File: src/rtl/sad_search_ctrl.sv
// -----------------------------------------------------------------------------
// sad_search_ctrl
//
// Sequences a SAD datapath over NUM_CAND candidate blocks. For each candidate
// it drives the address, waits out the SAD unit latency, samples the SAD and
// keeps the running minimum with its address. An optional early exit ends the
// search as soon as the best SAD found so far is at or below a threshold.
//
// Ports
//   clk         in   1         rising-edge clock
//   rst_n       in   1         asynchronous active-low reset
//   start       in   1         request a search (honoured only when idle)
//   thr_en      in   1         enable early exit (captured with start)
//   threshold   in   SAD_W     early-exit level (captured with start)
//   sad_addr    out  ADDR_W    candidate address to the SAD unit
//   sad_in      in   SAD_W     SAD returned by the SAD unit
//   busy        out  1         search in progress (ISSUE/WAIT/CMP)
//   done        out  1         one-cycle pulse, results valid
//   best_sad    out  SAD_W     minimum SAD of the last search
//   best_addr   out  ADDR_W    address of that minimum
//   cand_count  out  ADDR_W+1  candidates evaluated in the last search
//   early_exit  out  1         last search stopped on the threshold
// -----------------------------------------------------------------------------
module sad_search_ctrl #(
    parameter int ADDR_W      = 2,
    parameter int SAD_W       = 10,
    parameter int NUM_CAND    = 4,
    parameter int SAD_LATENCY = 2
) (
    input  logic              clk,
    input  logic              rst_n,
    input  logic              start,
    input  logic              thr_en,
    input  logic [SAD_W-1:0]  threshold,
    output logic [ADDR_W-1:0] sad_addr,
    input  logic [SAD_W-1:0]  sad_in,
    output logic              busy,
    output logic              done,
    output logic [SAD_W-1:0]  best_sad,
    output logic [ADDR_W-1:0] best_addr,
    output logic [ADDR_W:0]   cand_count,
    output logic              early_exit
);

    // The wait counter runs SAD_LATENCY-1 down to 0, one WAIT cycle per value.
    localparam int LAT_W = (SAD_LATENCY > 1) ? $clog2(SAD_LATENCY) : 1;
    localparam logic [ADDR_W-1:0] LAST_ADDR = ADDR_W'(NUM_CAND - 1);
    localparam logic [LAT_W-1:0]  LAT_LOAD  = LAT_W'(SAD_LATENCY - 1);

    typedef enum logic [2:0] {
        S_IDLE,
        S_ISSUE,
        S_WAIT,
        S_CMP,
        S_DONE
    } state_t;

    state_t            state_q,      state_d;
    logic [ADDR_W-1:0] addr_q,       addr_d;
    logic [LAT_W-1:0]  lat_q,        lat_d;
    logic [SAD_W-1:0]  best_sad_q,   best_sad_d;
    logic [ADDR_W-1:0] best_addr_q,  best_addr_d;
    logic [ADDR_W:0]   cand_count_q, cand_count_d;
    logic              early_exit_q, early_exit_d;
    logic              thr_en_q,     thr_en_d;
    logic [SAD_W-1:0]  threshold_q,  threshold_d;
    logic              thr_hit;

    // NOTE: every signal driven here gets a default before the case statement,
    // so no path leaves a value unassigned and no latch is inferred.
    always_comb begin
        state_d      = state_q;
        addr_d       = addr_q;
        lat_d        = lat_q;
        best_sad_d   = best_sad_q;
        best_addr_d  = best_addr_q;
        cand_count_d = cand_count_q;
        early_exit_d = early_exit_q;
        thr_en_d     = thr_en_q;
        threshold_d  = threshold_q;
        thr_hit      = 1'b0;

        case (state_q)
            S_IDLE: begin
                if (start) begin
                    thr_en_d     = thr_en;
                    threshold_d  = threshold;
                    addr_d       = '0;
                    cand_count_d = '0;
                    early_exit_d = 1'b0;
                    state_d      = S_ISSUE;
                end
            end

            S_ISSUE: begin
                lat_d   = LAT_LOAD;
                state_d = S_WAIT;
            end

            S_WAIT: begin
                if (lat_q == '0) begin
                    state_d = S_CMP;
                end else begin
                    lat_d = lat_q - 1'b1;
                end
            end

            S_CMP: begin
                cand_count_d = cand_count_q + 1'b1;
                // First candidate seeds the minimum; later ones must be strictly
                // smaller, so ties keep the lower address.
                if ((cand_count_q == '0) || (sad_in < best_sad_q)) begin
                    best_sad_d  = sad_in;
                    best_addr_d = addr_q;
                end
                // Threshold is tested against the updated minimum.
                thr_hit = thr_en_q && (best_sad_d <= threshold_q);
                if (thr_hit) begin
                    early_exit_d = 1'b1;
                end
                if (thr_hit || (addr_q == LAST_ADDR)) begin
                    state_d = S_DONE;
                end else begin
                    addr_d  = addr_q + 1'b1;
                    state_d = S_ISSUE;
                end
            end

            S_DONE: begin
                state_d = S_IDLE;
            end

            default: begin
                state_d = S_IDLE;
            end
        endcase
    end

    // NOTE: state registers use non-blocking assignments so every flop samples
    // the pre-edge value of the others, regardless of statement order.
    // NOTE: all control and result registers are reset because their values
    // are visible on outputs immediately after reset.
    always_ff @(posedge clk or negedge rst_n) begin
        if (!rst_n) begin
            state_q      <= S_IDLE;
            addr_q       <= '0;
            lat_q        <= '0;
            best_sad_q   <= '0;
            best_addr_q  <= '0;
            cand_count_q <= '0;
            early_exit_q <= 1'b0;
            thr_en_q     <= 1'b0;
            threshold_q  <= '0;
        end else begin
            state_q      <= state_d;
            addr_q       <= addr_d;
            lat_q        <= lat_d;
            best_sad_q   <= best_sad_d;
            best_addr_q  <= best_addr_d;
            cand_count_q <= cand_count_d;
            early_exit_q <= early_exit_d;
            thr_en_q     <= thr_en_d;
            threshold_q  <= threshold_d;
        end
    end

    assign sad_addr   = addr_q;
    assign busy       = (state_q == S_ISSUE) || (state_q == S_WAIT) || (state_q == S_CMP);
    assign done       = (state_q == S_DONE);
    assign best_sad   = best_sad_q;
    assign best_addr  = best_addr_q;
    assign cand_count = cand_count_q;
    assign early_exit = early_exit_q;

endmodule

File: config.mk
export PLATFORM = sky130hd
export DESIGN_NAME = sad_search_ctrl
export DESIGN_NICKNAME = d
export VERILOG_FILES = /design/src/rtl/sad_search_ctrl.sv
export SDC_FILE = /design/constraint.sdc
export NUM_CORES = 1
export LEC_CHECK = 0
export CORE_MARGIN = 2
export CORE_UTILIZATION = 54
export DETAILED_ROUTE_END_ITERATION = 8
export HOLD_SLACK_MARGIN = 0.15
export PLACE_DENSITY = 0.83
export RECOVER_POWER = 25
export SYNTH_ARGS = -nofsm -noshare
export SYNTH_HDL_FRONTEND = slang
export SYNTH_SLANG_ARGS = --single-unit
File: constraint.sdc
create_clock -name clk -period 9 [get_ports clk]
set_clock_uncertainty 0.05 [all_clocks]
set_input_delay 1.35 -clock clk [delete_from_list [all_inputs] [get_ports clk]]
set_output_delay 1.35 -clock clk [all_outputs]
set_load 0.01 [all_outputs]
[Word-level counts from Yosys, hierarchy flattened]
Index checks and enable logic that the tools add are counted.
Storage, ports and cells
  memories: 0
  output and inout port bits: 20
  bits in registers: 33
  ROM bits: 0
  latch bits: 0
  word-level logic and storage cells: 54
  memory bits (writable): 0
Cells by class
  eq/ne operators: 9
  mux-type cells: 16
  order comparisons: 2
  reductions and logical operators: 15
  $add $sub $neg: 3
  bitwise gates (word level): 0
  shift-type cells: 0
  multiply operators: 0
  div/mod/pow operators: 0
Operator list (number)
  $mux 10: 2
  $mux 3: 4
  $pmux 3 s4: 1
  $le 10x10->1: 1
  $lt 10x10->1: 1
  $ne 2x2->1 const B: 4
  $reduce_and 2->1: 4
  $eq 3x2->1 const B: 2
  $logic_not 3->1: 2
  $pmux 3 s2: 1
  $reduce_and 3->1: 2
  $logic_or 1x1->1: 4
  $mux 2: 2
  $pmux 1 s2: 2
  $pmux 2 s2: 1
  $reduce_bool 2->1: 2
  $add 3x1->3 const B: 1
  $eq 3x1->1 const B: 1
  $eq 3x3->1 const B: 1
  $mux 1: 3
  $add 2x1->2 const B: 1
  $eq 2x2->1 const B: 1
  $logic_and 1x1->1: 1
  $sub 1x1->1 const B: 1

[Logic depth before layout (Yosys ltp)]
  word-level depth: 9
  mapped depth: 13
  depth with buffers taken out: 13

[Worst setup path after synthesis]
OpenSTA, ideal clock, no wires.
  path kind: input -> register
  start: input sad_in[7]
  end: register state_q[0]
  data required time: 8.832 ns
  stages: 12
  arrival time: 4.139 ns
  setup slack: 4.693 ns
  path through: ha_1 -> a211o_1 -> a21oi_2 -> o41ai_2 -> o21ai_2 -> mux2_2 -> ha_1 -> a21oi_1 -> o21ai_0 -> nor4_1 -> o21ai_0 -> a21o_1
Between the ends
  cells in the longest elaborated chain, start to end: 9
RTL lines
  start: declaration: RTL line 36  | input logic [SAD_W-1:0] sad_in,
  $lt 10x10->1: RTL line 112  | if ((cand_count_q == '0) || (sad_in < best_sad_q)) begin
  $logic_or 1x1->1: RTL line 112
  $mux 10 (*): RTL line 112
  $mux 10 (*): RTL line 83  | case (state_q)
  $le 10x10->1 (*): RTL line 117  | thr_hit = thr_en_q && (best_sad_d <= threshold_q);
  $logic_and 1x1->1 (*): RTL line 117
  $logic_or 1x1->1 (*): RTL line 121  | if (thr_hit || (addr_q == LAST_ADDR)) begin
  $mux 3 (*): RTL line 121
  $pmux 3 s4 (*): RTL line 83
  end signal: assignment: RTL line 155  | state_q <= state_d;
  end: declaration: RTL line 58  | state_t state_q, state_d;
Every way passes the cells marked *; elsewhere a longest branch is shown, timed or not. The select of a mux whose other input is x is not followed.
A chain may end at the register's enable or synchronous reset.

[Worst setup path after layout]
Ends and elaborated chain as after synthesis.

==> flow_summary.ini <==
[route]
totalWireLength_mm = 4.17
antenna_left = 0
viasPerCell = 5.32
drt_iter0_markers = 73
vias = 1558
avgRoutedWirePerCell_microns = 14.2
drc = 0
drtPass1Iterations = 4

[final_layout]
fin_area_sq_um = 2600
drive_above_1_share_pct = 13.5
fillers = 272
diodes = 0
syn2layout_area_growth_pct = 28.7
fin_nets = 290
final_util_pct = 71.6

[power_and_ir_drop]
power.total_uw = 960
power.internal_uw = 592
power_frac_seq_pct = 29.8
switching_share_pct = 38.4
irDropWorstVdd_v = 0.000155
clockPowerShare_pct = 14.9
switching_power_uw = 369
powerDensity_nw_per_um2 = 369
combPwrFrac_pct = 55.3
leakage_nw = 1.23

[synth]
synth_most_common_cell = dfrtp_1
synth_fp_nets = 245
synthTopCellsByArea = dfrtp_1 (41%), ha_1 (14%), mux2_4 (7.4%)
avgSynthCellArea_sq_um = 10.2
synth_ff_type = dfrtp_1
synth_top_cell_by_area = dfrtp_1
ys_seq_area_share_pct = 40.8
syn_area_sq_um = 2020
netlist_top_cells_count = dfrtp_1 (33), inv_1 (24), ha_1 (22), nand2_1 (20), o21ai_0 (20)
synth_edf_count = 0
yosys_register_bits = 33
synthArstFlopShare_pct = 100
synth-warning-count = 0
synth_cells = 199
synth_cell_type_count = 33
synth_top_area_share_pct = 40.8

[floorplanning]
num_io_pins = 44
rows = 22
initial_utilization_pct = 55.6
core_sq_um = 3630
die_y_microns = 65.2
die_area_sq_um = 4250
die_x_microns = 65.2

[min_path]
hold_class = flop to flop

[clock_tree]
insertion_delay_ns = 0.28
cts.sinks = 33
clk_path_buf_depth = 2
clkTransAtPathRegs_ns = 0.07
root_buffer = clkbuf_8
cts_resized = 0
htreeDepth = 2
cts_setup_buffers = 0
cts_tree = yes
cts_inserted_buffers = 5
hold_buffers = 0

[critical_path]
crit_fanout = 10
critical_path_class = input port to flop
cp-end-kind = flop
cp.arrival_ns = 4.97
required_ns = 9.12
startpoint_type = input port

[timing]
period_share_pct = 53.9
grt_setup_unrepaired = no
fin_tns_setup_ns = 0
max_freq_ghz = 0.206
max_slew_margin_pct = -13.1
setup_viol = 0
slew_viol_final = 34
period_needed_ns = 4.85
hold_viol_final = 0
worst_pin_slew_ns = 1.70

[outcome]
status = finished, violations left
violations = max-capacitance violations, max-slew violations

[global_route]
grt_usage_pct = 22.1
grt_overflow_total = 0
first_global_vias = 1585
grt_max_degree = 34
grt_pass1_wl_mm = 7.14
antenna_found_initial = 0

[placed_design]
portBuffers = 43
hpwl_mm = 3.07
placed_area_sq_um = 2490
gp_congestion = 0.836

[job]
maxCapViolCount = 1
[critical path: stages]
cell	delay [ns]
clkdlybuf4s50_1	0.45
ha_1	0.33
a211o_1	0.27
a21oi_2	0.13
o41ai_2	0.11
o21ai_2	0.45
mux2_2	0.40
ha_1	0.31
a21oi_1	0.19
o21ai_0	0.13
nor4_1	0.46
o21ai_0	0.18
a21o_1	0.19
[registers in the layout (all words and copies together), names as in the netlist]
signal,count
threshold_q,10
cand_count,3
best_addr,2
thr_en_q,1
lat_q,1
best_sad,10
sad_addr,2
early_exit,1
state_q,3
[cell families (layout without fill, tap and decap cells)]
logic type | Yosys count | in the layout | share of synthesized area (%)
compound gates | 43 | 43 | 13.4
xor+xnor | 1 | 1 | 0.433
fa+ha+maj | 22 | 22 | 13.6
mux | 25 | 25 | 15.7
buf+inv | 30 | 76 | 5.94
flops | 33 | 33 | 40.8
simple gates | 45 | 45 | 10.1
[metrics by stage]
| step | hold WS (ns) | worst slack, ns | instances |
|---|---|---|---|
| finish | 0.472 | 4.15 | 293 |
| global route | 0.493 | 3.81 | 293 |
| CTS | 0.481 | 4.16 | 293 |
| detailed placement | 0.466 | 3.88 | 285 |
| global placement | 0.444 | 4.00 | 285 |
| floorplan | 0.420 | 4.69 | 199 |
[metal layers]
metal	up-vias	global-route usage [%]	routed length (microns)
met4	0	9.64	69
met1	729	28.3	1890
met2	43	36.1	2020
li1	780	-	-
met3	6	4.62	186
met5	-	0	0
[power groups by stage]
stage	clock (mW)	sequential, mW	combinational (mW)
detailed placement	0	0.289	0.524
floorplan	0	0.284	0.352
CTS	0.146	0.286	0.534
finish	0.143	0.287	0.531
global route	0.152	0.298	0.594
global placement	0	0.286	0.503
[layout make-up]
type	count	area, sq um	share of cell area (%)
Timing Repair Buffer	44	434	16.7
Clock buffer	7	86.3	3.32
Clock inverter	1	30.0	1.15
Sequential cell	33	826	31.7
Inverter	24	90.1	3.46
Tap cell	48	60.1	2.31
Multi-Input combinational cell	136	1080	41.3
[path summary, 6_finish.rpt]
| kind | startpoint | slack (ns) | cells after the start | to |
|---|---|---|---|---|
| hold / removal | best_addr[0]$_DFFE_PN0P_ | 0.47 | 1 | best_addr[0]$_DFFE_PN0P_ |
| setup reg to reg | best_sad[7]$_DFFE_PN0P_ | 5.24 | 13 | state_q[0]$_DFFE_PN0P_ |
| min in group asynchronous | rst_n | 1.99 | 2 | cand_count[2]$_DFFE_PN0P_ |
| max in group asynchronous | rst_n | 5.92 | 2 | thr_en_q$_DFFE_PN0P_ |
| setup / recovery | sad_in[7] | 4.15 | 13 | state_q[0]$_DFFE_PN0P_ |
| hold reg to reg | best_addr[0]$_DFFE_PN0P_ | 0.47 | 1 | best_addr[0]$_DFFE_PN0P_ |
[placed cells by master (no fill, tap or decap), types with 2 or more instances in the layout]
master | Yosys | final
a21oi_1 | 7 | 7
and3_1 | 2 | 2
clkbuf_1 | 5 | 2
clkbuf_8 | 0 | 6
clkdlybuf4s50_1 | 0 | 42
dfrtp_1 | 33 | 33
ha_1 | 22 | 22
inv_1 | 24 | 24
mux2_2 | 13 | 13
mux2_4 | 10 | 10
mux2i_1 | 2 | 2
nand2_1 | 20 | 20
nand2b_1 | 3 | 3
nand4_1 | 3 | 3
nor2_1 | 10 | 10
nor2b_1 | 2 | 2
nor3_1 | 2 | 2
o211ai_1 | 3 | 3
o21a_1 | 3 | 3
o21ai_0 | 20 | 20
No activity file was read; power rests on OpenSTA's default activity.
